**src/rtl/jtvigil_gfx_rom_resp.sv**
```systemverilog
// Scroll-layer ROM responder: one-word cache per requester, round-robin miss fill over a 16-bit SDRAM channel.
// Optional miss statistics counter enabled by defining JTVIGIL_ROMRESP_STATS_EN.
module jtvigil_gfx_rom_resp #(
  parameter int              AW1     = 17,
  parameter int              AW2     = 18,
  parameter int              SAW     = 22,
  parameter logic [SAW-1:0]  OFFSET2 = 22'h04_0000
) (
  input  logic            clk,
  input  logic            rst,
  input  logic [AW1-1:0]  scr1_addr,
  input  logic            scr1_cs,
  output logic [31:0]     scr1_data,
  output logic            scr1_ok,
  input  logic [AW2-1:0]  scr2_addr,
  input  logic            scr2_cs,
  output logic [31:0]     scr2_data,
  output logic            scr2_ok,
  output logic [SAW-1:0]  sdram_addr,
  output logic            sdram_req,
  input  logic            sdram_ack,
  input  logic            sdram_dst,
  input  logic            sdram_rdy,
  input  logic [15:0]     sdram_din,
  output logic [15:0]     st_miss
);

  typedef enum logic [1:0] {IDLE, REQ, BEAT0, BEAT1} state_t;

  state_t          state_q;
  logic [AW1-1:0]  tag1_q;
  logic [AW2-1:0]  tag2_q;
  logic            valid1_q, valid2_q;
  logic [31:0]     data1_q, data2_q;
  logic            slot_q;
  logic            rr_q;
  logic [AW2-1:0]  lat_q;
  logic [15:0]     low_q;
  logic            req_q;
  logic [SAW-1:0]  addr_q;

  logic            hit1, hit2, miss1, miss2, any_miss, beat;
  logic            slot_d;
  logic [AW2-1:0]  lat_d;
  logic [SAW-1:0]  addr_d;

  assign hit1     = valid1_q && (tag1_q == scr1_addr);
  assign hit2     = valid2_q && (tag2_q == scr2_addr);
  assign miss1    = scr1_cs && !hit1;
  assign miss2    = scr2_cs && !hit2;
  assign any_miss = miss1 || miss2;
  assign beat     = sdram_dst && sdram_rdy;

  // rr_q names the slot preferred on a double miss: the one not served last
  assign slot_d = miss2 && (!miss1 || rr_q);
  assign lat_d  = slot_d ? scr2_addr : AW2'(scr1_addr);
  assign addr_d = slot_d ? (OFFSET2 + SAW'({scr2_addr, 1'b0})) : SAW'({scr1_addr, 1'b0});

  always_ff @(posedge clk) begin
    if (rst) begin
      state_q  <= IDLE;
      req_q    <= 1'b0;
      addr_q   <= '0;
      valid1_q <= 1'b0;
      valid2_q <= 1'b0;
      tag1_q   <= '0;
      tag2_q   <= '0;
      data1_q  <= '0;
      data2_q  <= '0;
      rr_q     <= 1'b0;
      slot_q   <= 1'b0;
      lat_q    <= '0;
    end else begin
      case (state_q)
        IDLE: if (any_miss) begin
          slot_q  <= slot_d;
          lat_q   <= lat_d;
          addr_q  <= addr_d;
          req_q   <= 1'b1;
          state_q <= REQ;
        end
        REQ: if (sdram_ack) begin
          req_q   <= 1'b0;
          state_q <= BEAT0;
        end
        BEAT0: if (beat) begin
          low_q   <= sdram_din;
          state_q <= BEAT1;
        end
        BEAT1: if (beat) begin
          if (slot_q) begin
            data2_q  <= {sdram_din, low_q};
            tag2_q   <= lat_q;
            valid2_q <= 1'b1;
          end else begin
            data1_q  <= {sdram_din, low_q};
            tag1_q   <= lat_q[AW1-1:0];
            valid1_q <= 1'b1;
          end
          rr_q    <= ~slot_q;
          state_q <= IDLE;
        end
        default: state_q <= IDLE;
      endcase
    end
  end

  assign scr1_data  = data1_q;
  assign scr2_data  = data2_q;
  assign scr1_ok    = scr1_cs && hit1;
  assign scr2_ok    = scr2_cs && hit2;
  assign sdram_addr = addr_q;
  assign sdram_req  = req_q;

`ifdef JTVIGIL_ROMRESP_STATS_EN
  logic [15:0] miss_cnt_q;

  always_ff @(posedge clk) begin
    if (rst) begin
      miss_cnt_q <= '0;
    end else if (state_q == IDLE && any_miss && miss_cnt_q != 16'hFFFF) begin
      miss_cnt_q <= miss_cnt_q + 16'd1;
    end
  end

  assign st_miss = miss_cnt_q;
`else
  assign st_miss = '0;
`endif

endmodule
```
**config.mk**
```make
export PLATFORM = sky130hd
export DESIGN_NAME = jtvigil_gfx_rom_resp
export DESIGN_NICKNAME = d
export VERILOG_FILES = /design/src/rtl/jtvigil_gfx_rom_resp.sv
export SDC_FILE = /design/constraint.sdc
export NUM_CORES = 1
export LEC_CHECK = 0
export CAP_MARGIN = 0
export CORE_UTILIZATION = 45
export DETAILED_ROUTE_END_ITERATION = 8
export DONT_BUFFER_PORTS = 1
export PLACE_DENSITY = 0.71
export REMOVE_ABC_BUFFERS = 1
export SETUP_SLACK_MARGIN = 0.02
export SLEW_MARGIN = 40
export SYNTH_ARGS = -nofsm -noshare
export SYNTH_HDL_FRONTEND = slang
export SYNTH_SLANG_ARGS = --single-unit
```
**constraint.sdc**
```tcl
create_clock -name clk -period 3.1 [get_ports clk]
set_input_delay 0.31 -clock clk [delete_from_list [all_inputs] [get_ports clk]]
set_output_delay 0.31 -clock clk [all_outputs]
set_load 0.1 [all_outputs]
```
# [Word level (Yosys, flattened, before mapping)]
# Index checks and enable logic that the tools add are counted.
[totals] register_bits=162 latchBits=0 ram_bits=0 rom_bits=0 input_bits=58 elab_cells=57 memories=0
[classes] n_addsub=1 mul=0 n_div=0 n_lt_le_gt_ge=0 eq_ne=9 n_shift=0 mux=10 bitwise=2 reduce_logical=22
[op_table] cell="$add 19x19->20 const A" n=1
[op_table] cell="$mux 20" n=1
[op_table] cell="$eq 18x18->1" n=1
[op_table] cell="$mux 18" n=1
[op_table] cell="$eq 17x17->1" n=1
[op_table] cell="$reduce_and 3->1" n=4
[op_table] cell="$logic_and 1x1->1" n=8
[op_table] cell="$mux 2" n=4
[op_table] cell="$ne 2x2->1 const B" n=4
[op_table] cell="$pmux 2 s4" n=1
[op_table] cell="$eq 2x2->1 const B" n=2
[op_table] cell="$reduce_and 2->1" n=2
[op_table] cell="$reduce_and 4->1" n=1
[op_table] cell="$logic_not 1->1" n=3
[op_table] cell="$eq 2x1->1 const B" n=1
[op_table] cell="$logic_not 2->1" n=1
[op_table] cell="$logic_or 1x1->1" n=2
[op_table] cell="$mux 1" n=2
[op_table] cell="$not 1->1" n=2
[op_table] cell="$pmux 1 s2" n=1
[op_table] cell="$reduce_bool 2->1" n=1

# [Longest topological paths before layout]
# Gate-level depths: netlist of the first run.
[logic_depth] depth_word=8 depth_mapped=8

# [Least setup slack after synthesis of the first run]
# No wires, ideal clock.
[synth_path] path_kind="register to output" startpoint="register tag1_q[7]" endpoint="output port scr1_ok" arrival_ps=3421 required_time_ps=2790 path_slack_ps=-631 path_stages_with_launch=5 path_buffers=0 cell_sequence="dfxtp_1 -> xor2_1 -> or4_1 -> or3_1 -> nor3_1"
[synth_between] elab_chain_len=3
[synth_lines] item="from (decl)" line="31" source="logic [AW1-1:0] tag1_q;"
[synth_lines] item="from (signal assigned)" line="97" source="tag1_q <= lat_q[AW1-1:0];"
[synth_lines] item="$eq 17x17->1" line="47" source="assign hit1 = valid1_q && (tag1_q == scr1_addr);"
[synth_lines] item="$logic_and 1x1->1" line="47"
[synth_lines] item="$logic_and 1x1->1" line="110" source="assign scr1_ok = scr1_cs && hit1;"
[synth_lines] item="to (decl)" line="14" source="output logic scr1_ok,"
# Every way passes these cells.

# [Worst setup path after layout of the first run]
[layout_path] startpoint="register tag2_q[1]" endpoint="output port scr2_ok"
[layout_between] elab_chain_len=3
[layout_lines] item="from (decl)" line="32" source="logic [AW2-1:0] tag2_q;"
[layout_lines] item="from (signal assigned)" line="93" source="tag2_q <= lat_q;"
[layout_lines] item="$eq 18x18->1" line="48" source="assign hit2 = valid2_q && (tag2_q == scr2_addr);"
[layout_lines] item="$logic_and 1x1->1" line="48"
[layout_lines] item="$logic_and 1x1->1" line="111" source="assign scr2_ok = scr2_cs && hit2;"
[layout_lines] item="to (decl)" line="18" source="output logic scr2_ok,"
# Every way passes these cells.

==> results.json, run 1 <==
{
  "row_count": 41,
  "end_kind": "primary output",
  "place_inst": 832,
  "slew_headroom_pct": 49.11,
  "dp_hpwl_um": 10480,
  "synthArstFlopShare_pct": 0,
  "area_delta_synth_final_pct": 17.04,
  "clkPwrFrac_pct": 35.5,
  "avgSynthCellArea_um2": 8.561,
  "synth_cells": 686,
  "grt-ovfl-total": 0,
  "yosys_warnings": 0,
  "finClkSkew_ns": 0.008468,
  "syn-cell-area_um2": 5873,
  "dieArea_um2": 13510,
  "required_ns": 2.79,
  "combinationalPowerShare_pct": 18.3,
  "grt_usage_pct": 24.63,
  "maxCapViolCount": 0,
  "outcome": "finished clean",
  "grt_max_degree": 122,
  "root_buffer": "clkbuf_16",
  "route.detailed.drc": 0,
  "io_pins": 163,
  "arrival_ns": 2.56,
  "slowest_delay_ns": 0.68,
  "stdcell_count": 882,
  "cts_buffer_depth": 2,
  "dp_slack_ns": 0.6615,
  "clkLatencyLatePin_ns": 0.43,
  "coreArea_um2": 12670,
  "total_leakage_power_nw": 2.288,
  "grt_setup_unrepaired": "false",
  "cp_max_fo": 2,
  "timing.final.crit_share_pct": 92.43,
  "nNetsFinal": 762,
  "fin_ws_ns": 0.2346,
  "fp.dieH_um": 116.2,
  "gp_congestion": 0.8892,
  "synth-main-ff-cell": "dfxtp_1",
  "post_cts_buffers": 0,
  "final_common_cell": "nand2_1",
  "htree_levels": 4,
  "cts_tree": "done",
  "synth-edff-count": 16,
  "antenna_left": 0,
  "initialDrtViolationCount": 476,
  "start_util_pct": 46.35,
  "grt_pass1_wl_um": 24810,
  "setup_violations": 0,
  "via_per_inst": 5.791,
  "final_cell_mix": "nand2_1, a21oi_1, dfxtp_2",
  "power_density_nw_per_um2": 767.5,
  "tightest_slew_ns": 0.7535,
  "cts_buffers": 17,
  "vias": 5108,
  "synth.distinct_cells": 46,
  "layout_min_cycle_time_ns": 2.865,
  "crit_chain": "xor2_1 -> or4b_2 -> nor4_2 -> and3_1 -> buf_4",
  "ir_worst_vdd_mv": 0.3531,
  "p_int_mw": 3.321,
  "path_clk_slew_ns": 0.06,
  "antenna_found_initial": 0,
  "crit_path_start_kind": "flop",
  "routed_wl_um": 16710,
  "die-width_um": 116.2,
  "p_sw_mw": 1.955,
  "worstSetupPathType": "flop to primary output",
  "drive_above_1_share_pct": 20.42,
  "port_buffers": 0,
  "switching_share_pct": 37.06,
  "tns_ns": 0,
  "ys_seq_area_share_pct": 50.79,
  "hold_viol": 0,
  "n_antenna_cell": 0,
  "dr.pass1.iters": 6,
  "power_frac_seq_pct": 46.2,
  "clkSinkCount": 141,
  "route.detailed.wl_per_inst_um": 18.94,
  "hp-class": "primary input to flop",
  "worst_path_max_delay_cell": "or4b_2",
  "slew_viol_final": 0,
  "fmax_ghz": 0.3490,
  "synth_seq_cells": 141,
  "grt_pass1_vias": 4913
}
-- cell families (layout without fill, tap and decap cells) --
family,Yosys count,in the layout,share of synthesized area [%]
compound gates,151,151,15.68
simple gates,282,282,20.77
flops,141,141,50.79
mux,1,1,0.1704
xor+xnor,36,36,5.369
other cells,1,19,0.06385
fa+ha+maj,4,4,0.8522
buf+inv,70,76,6.306
-- per-stage QoR --
| stage | hold slack (ns) | util [%] | total power, mW | area (µm²) |
|---|---|---|---|---|
| 6_report | 0.007033 | 54.25 | 5.276 | 6874 |
| 5_1_grt | 0.005099 | 54.25 | 5.446 | 6874 |
| 4_1_cts | 0.0004141 | 54.19 | 5.280 | 6867 |
| 3_5_place_dp | 0.3898 | 48.15 | 3.375 | 6101 |
| 3_3_place_gp | 0.3923 | 47.40 | 3.326 | 6006 |
| 2_1_floorplan | 0.3779 | - | 3.126 | 5593 |
-- power groups by stage --
stage,Combinational (mW),Sequential (mW),Clock [mW]
floorplan,0.478,2.65,0
global placement,0.867,2.46,0
detailed placement,0.898,2.48,0
CTS,0.951,2.44,1.89
global route,1.01,2.45,1.98
finish,0.963,2.44,1.87
-- sequential cells by signal (all words and copies together), names as in the netlist --
| register | count |
|---|---|
| lat_q | 17 |
| low_q | 16 |
| rr_q | 1 |
| scr1_data | 32 |
| scr2_data | 32 |
| sdram_addr | 2 |
| sdram_req | 1 |
| slot_q | 1 |
| state_q | 2 |
| tag1_q | 17 |
| tag2_q | 18 |
| valid1_q | 1 |
| valid2_q | 1 |
-- metal layers --
metal  vias up  GRT usage, %  share of wire (%)
li1       2326             -                  -
met1      2437         28.73                 39
met2       291         39.13                 48
met3        54         8.251                9.8
met4         0         15.13                3.7
met5         -             0                  0
-- layout make-up --
class	count	area, µm²
clock inverters	11	98.84
multi-input cells	493	2623
flip-flops and latches	141	3078
fillers	1111	5797
clock buffers	18	439.2
inverters	6	22.52
well taps	172	215.2
repair buffers	41	397.9
-- final timing paths --
path                                               from                           to  depth (start not counted)  slack (ns)
worst min-delay path                      sdram_din[14]   scr1_data[30]$_SDFFE_PP0P_                          2       0.007
worst max-delay path             tag2_q[1]$_SDFFE_PP0P_                      scr2_ok                          5        0.23
worst max register to register   tag1_q[8]$_SDFFE_PP0P_  sdram_addr[18]$_SDFFE_PP0P_                          6        0.57
worst min register to register  tag1_q[15]$_SDFFE_PP0P_      tag1_q[15]$_SDFFE_PP0P_                          2        0.47
-- repair_timing --
action,CTS,global route
hold buffers,21,0
hold endpoints to repair,139,0
resized for setup,0,0
-- worst max-delay path: cells and delay by family (launching register included) --
family / cells / cell delay (ns)
AND/OR/NAND/NOR: 3 / 1.32
XOR/XNOR: 1 / 0.19
buffers and inverters: 1 / 0.29
flip-flops: 1 / 0.33
-- Yosys cell counts (2+ instances only) --
cell	count	share of area, %
nor3_1	23	2.0
nor4_1	3	0.32
xor2_1	19	2.8
or3_1	2	0.21
edfxtp_1	16	8.2
o21ai_0	18	1.5
ha_1	4	0.85
nand2b_1	5	0.53
o32ai_1	2	0.30
a311oi_2	8	2.0
nand3_1	22	1.9
nand2_1	200	13
nand4_1	7	0.75
inv_1	6	0.38
dfxtp_1	125	43
xnor2_1	17	2.5
or4_1	2	0.26
nand4b_1	3	0.45
buf_4	20	2.6
buf_6	4	0.77
clkbuf_1	37	2.4
buf_2	2	0.17
a311oi_1	10	1.5
a31oi_1	2	0.21
nor2_1	8	0.51
a21oi_1	101	8.6
Note: power is estimated with default switching activity, not from simulation.
==> inputs of run 2 (changes only) <==
--- a/config.mk
+++ b/config.mk
@@ -5,10 +5,10 @@
 export SDC_FILE = /design/constraint.sdc
 export NUM_CORES = 1
 export LEC_CHECK = 0
-export CAP_MARGIN = 0
 export CORE_UTILIZATION = 45
 export DETAILED_ROUTE_END_ITERATION = 8
 export DONT_BUFFER_PORTS = 1
+export MAX_ROUTING_LAYER = met4
 export PLACE_DENSITY = 0.71
 export REMOVE_ABC_BUFFERS = 1
 export SETUP_SLACK_MARGIN = 0.02
==> run 2 against run 1 <==
- total power about the same
- largest cell class unchanged
- cell area unchanged
- flip-flop and latch count unchanged
- cell count unchanged
- core utilization unchanged
- critical path depth unchanged
- largest power group unchanged
- clock power about the same
- worst setup slack improved by 0.0050 ns
==> results.json, run 2 (synthesized netlist as in run 1, its figures left out) <==
{
  "hold-worst-slack_ns": 0.007854,
  "grt_pass1_vias": 4917,
  "crit_path_start_kind": "flop",
  "fin_ws_ns": 0.2397,
  "dp_slack_ns": 0.6615,
  "cts_tree": "done",
  "hold_viol": 0,
  "routed_wl_um": 16650,
  "final_cell_mix": "nand2_1, a21oi_1, dfxtp_2",
  "finClkSkew_ns": 0.01220,
  "grt_max_degree": 122,
  "r2r_cells": 6,
  "slew_viol_final": 0,
  "place_inst": 832,
  "port_buffers": 0,
  "min_from": "sdram_din[13]",
  "holdPathStages": 2,
  "vias": 5103,
  "final_common_cell": "nand2_1",
  "p_sw_mw": 1.950,
  "tightest_slew_ns": 0.7166,
  "grt_pass1_wl_um": 24830,
  "worstSetupPathType": "flop to primary output",
  "htree_levels": 4,
  "tns_ns": 0,
  "grt_usage_pct": 25.46,
  "maxCapViolCount": 0,
  "area_delta_synth_final_pct": 17.04,
  "combinationalPowerShare_pct": 18.3,
  "grt-ovfl-total": 0,
  "antenna_left": 0,
  "total_leakage_power_nw": 2.288,
  "clkSinkCount": 141,
  "io_pins": 163,
  "fp.dieH_um": 116.2,
  "start_util_pct": 46.35,
  "clkLatencyLatePin_ns": 0.43,
  "root_buffer": "clkbuf_16",
  "path_clk_slew_ns": 0.06,
  "required_ns": 2.79,
  "ir_worst_vdd_mv": 0.3510,
  "setup_violations": 0,
  "power_mw": 5.271,
  "row_count": 41,
  "n_antenna_cell": 0,
  "p_int_mw": 3.321,
  "antenna_found_initial": 0,
  "cp_max_fo": 2,
  "post_cts_buffers": 0,
  "end_kind": "primary output",
  "grt_setup_unrepaired": "false",
  "via_per_inst": 5.786,
  "dp_hpwl_um": 10480,
  "stdcell_count": 882,
  "fmax_ghz": 0.3496,
  "cts_buffer_depth": 2,
  "drive_above_1_share_pct": 20.42,
  "die-width_um": 116.2,
  "arrival_ns": 2.55,
  "power_density_nw_per_um2": 766.7,
  "route.detailed.wl_per_inst_um": 18.88,
  "nNetsFinal": 762,
  "slew_headroom_pct": 51.60,
  "initialDrtViolationCount": 484,
  "timing.rr.start": "tag1_q[8]$_SDFFE_PP0P_",
  "switching_share_pct": 37.00,
  "cts_buffers": 17,
  "hp-class": "primary input to flop",
  "power_frac_seq_pct": 46.3,
  "reg2reg_slack_ns": 0.61,
  "route.detailed.drc": 0,
  "outcome": "finished clean",
  "crit_start": "tag2_q[1]$_SDFFE_PP0P_",
  "gp_congestion": 0.9041,
  "dieArea_um2": 13510,
  "coreArea_um2": 12670,
  "layout_min_cycle_time_ns": 2.860,
  "clkPwrFrac_pct": 35.5,
  "timing.final.crit_share_pct": 92.27,
  "dr.pass1.iters": 5
}
run 2: cell counts in the layout (fill, tap and decap cells not counted):
No cell type changed its count.
run 2: final timing paths:
path                            endpoint
max reg2reg  sdram_addr[18]$_SDFFE_PP0P_
max                              scr2_ok
min           scr2_data[29]$_SDFFE_PP0P_
min reg2reg      tag1_q[15]$_SDFFE_PP0P_
run 2: layout make-up:
type,count,area (µm²)
Timing Repair Buffer,41,397.9
Tap cell,172,215.2
Inverter,6,22.52
Clock inverter,11,98.84
Multi-Input combinational cell,493,2623
Fill cell,1111,5797
Sequential cell,141,3078
Clock buffer,18,439.2
run 2: timing repair:
item	4_1_cts	5_1_grt
hold buffers	21	0
hold endpoints to repair	139	0
resized for setup	0	0
run 2: critical path, stage by stage (launching register included):
cell and delay (ns):
dfxtp_1 0.33, xor2_1 0.19, or4b_2 0.69, nor4_2 0.41, and3_1 0.23, buf_4 0.29
run 2: per-stage QoR:
stage	instance area [µm²]	utilization, %
floorplan	5593	-
global placement	6006	47.40
detailed placement	6101	48.15
CTS	6867	54.19
global route	6874	54.25
finish	6874	54.25
run 2: routing by layer:
metal	track usage [%]	routed length, µm
met1	28.99	6454
met2	39.09	7997
met3	8.822	1601
met4	14.10	599
met5	-	0
run 2: power by group through the flow:
stage | Clock [mW] | Combinational [mW] | Sequential [mW]
after floorplan | 0 | 0.478 | 2.65
after global placement | 0 | 0.867 | 2.46
after detailed placement | 0 | 0.898 | 2.48
after CTS | 1.89 | 0.951 | 2.44
after global routing | 1.98 | 1.01 | 2.45
final | 1.87 | 0.963 | 2.44
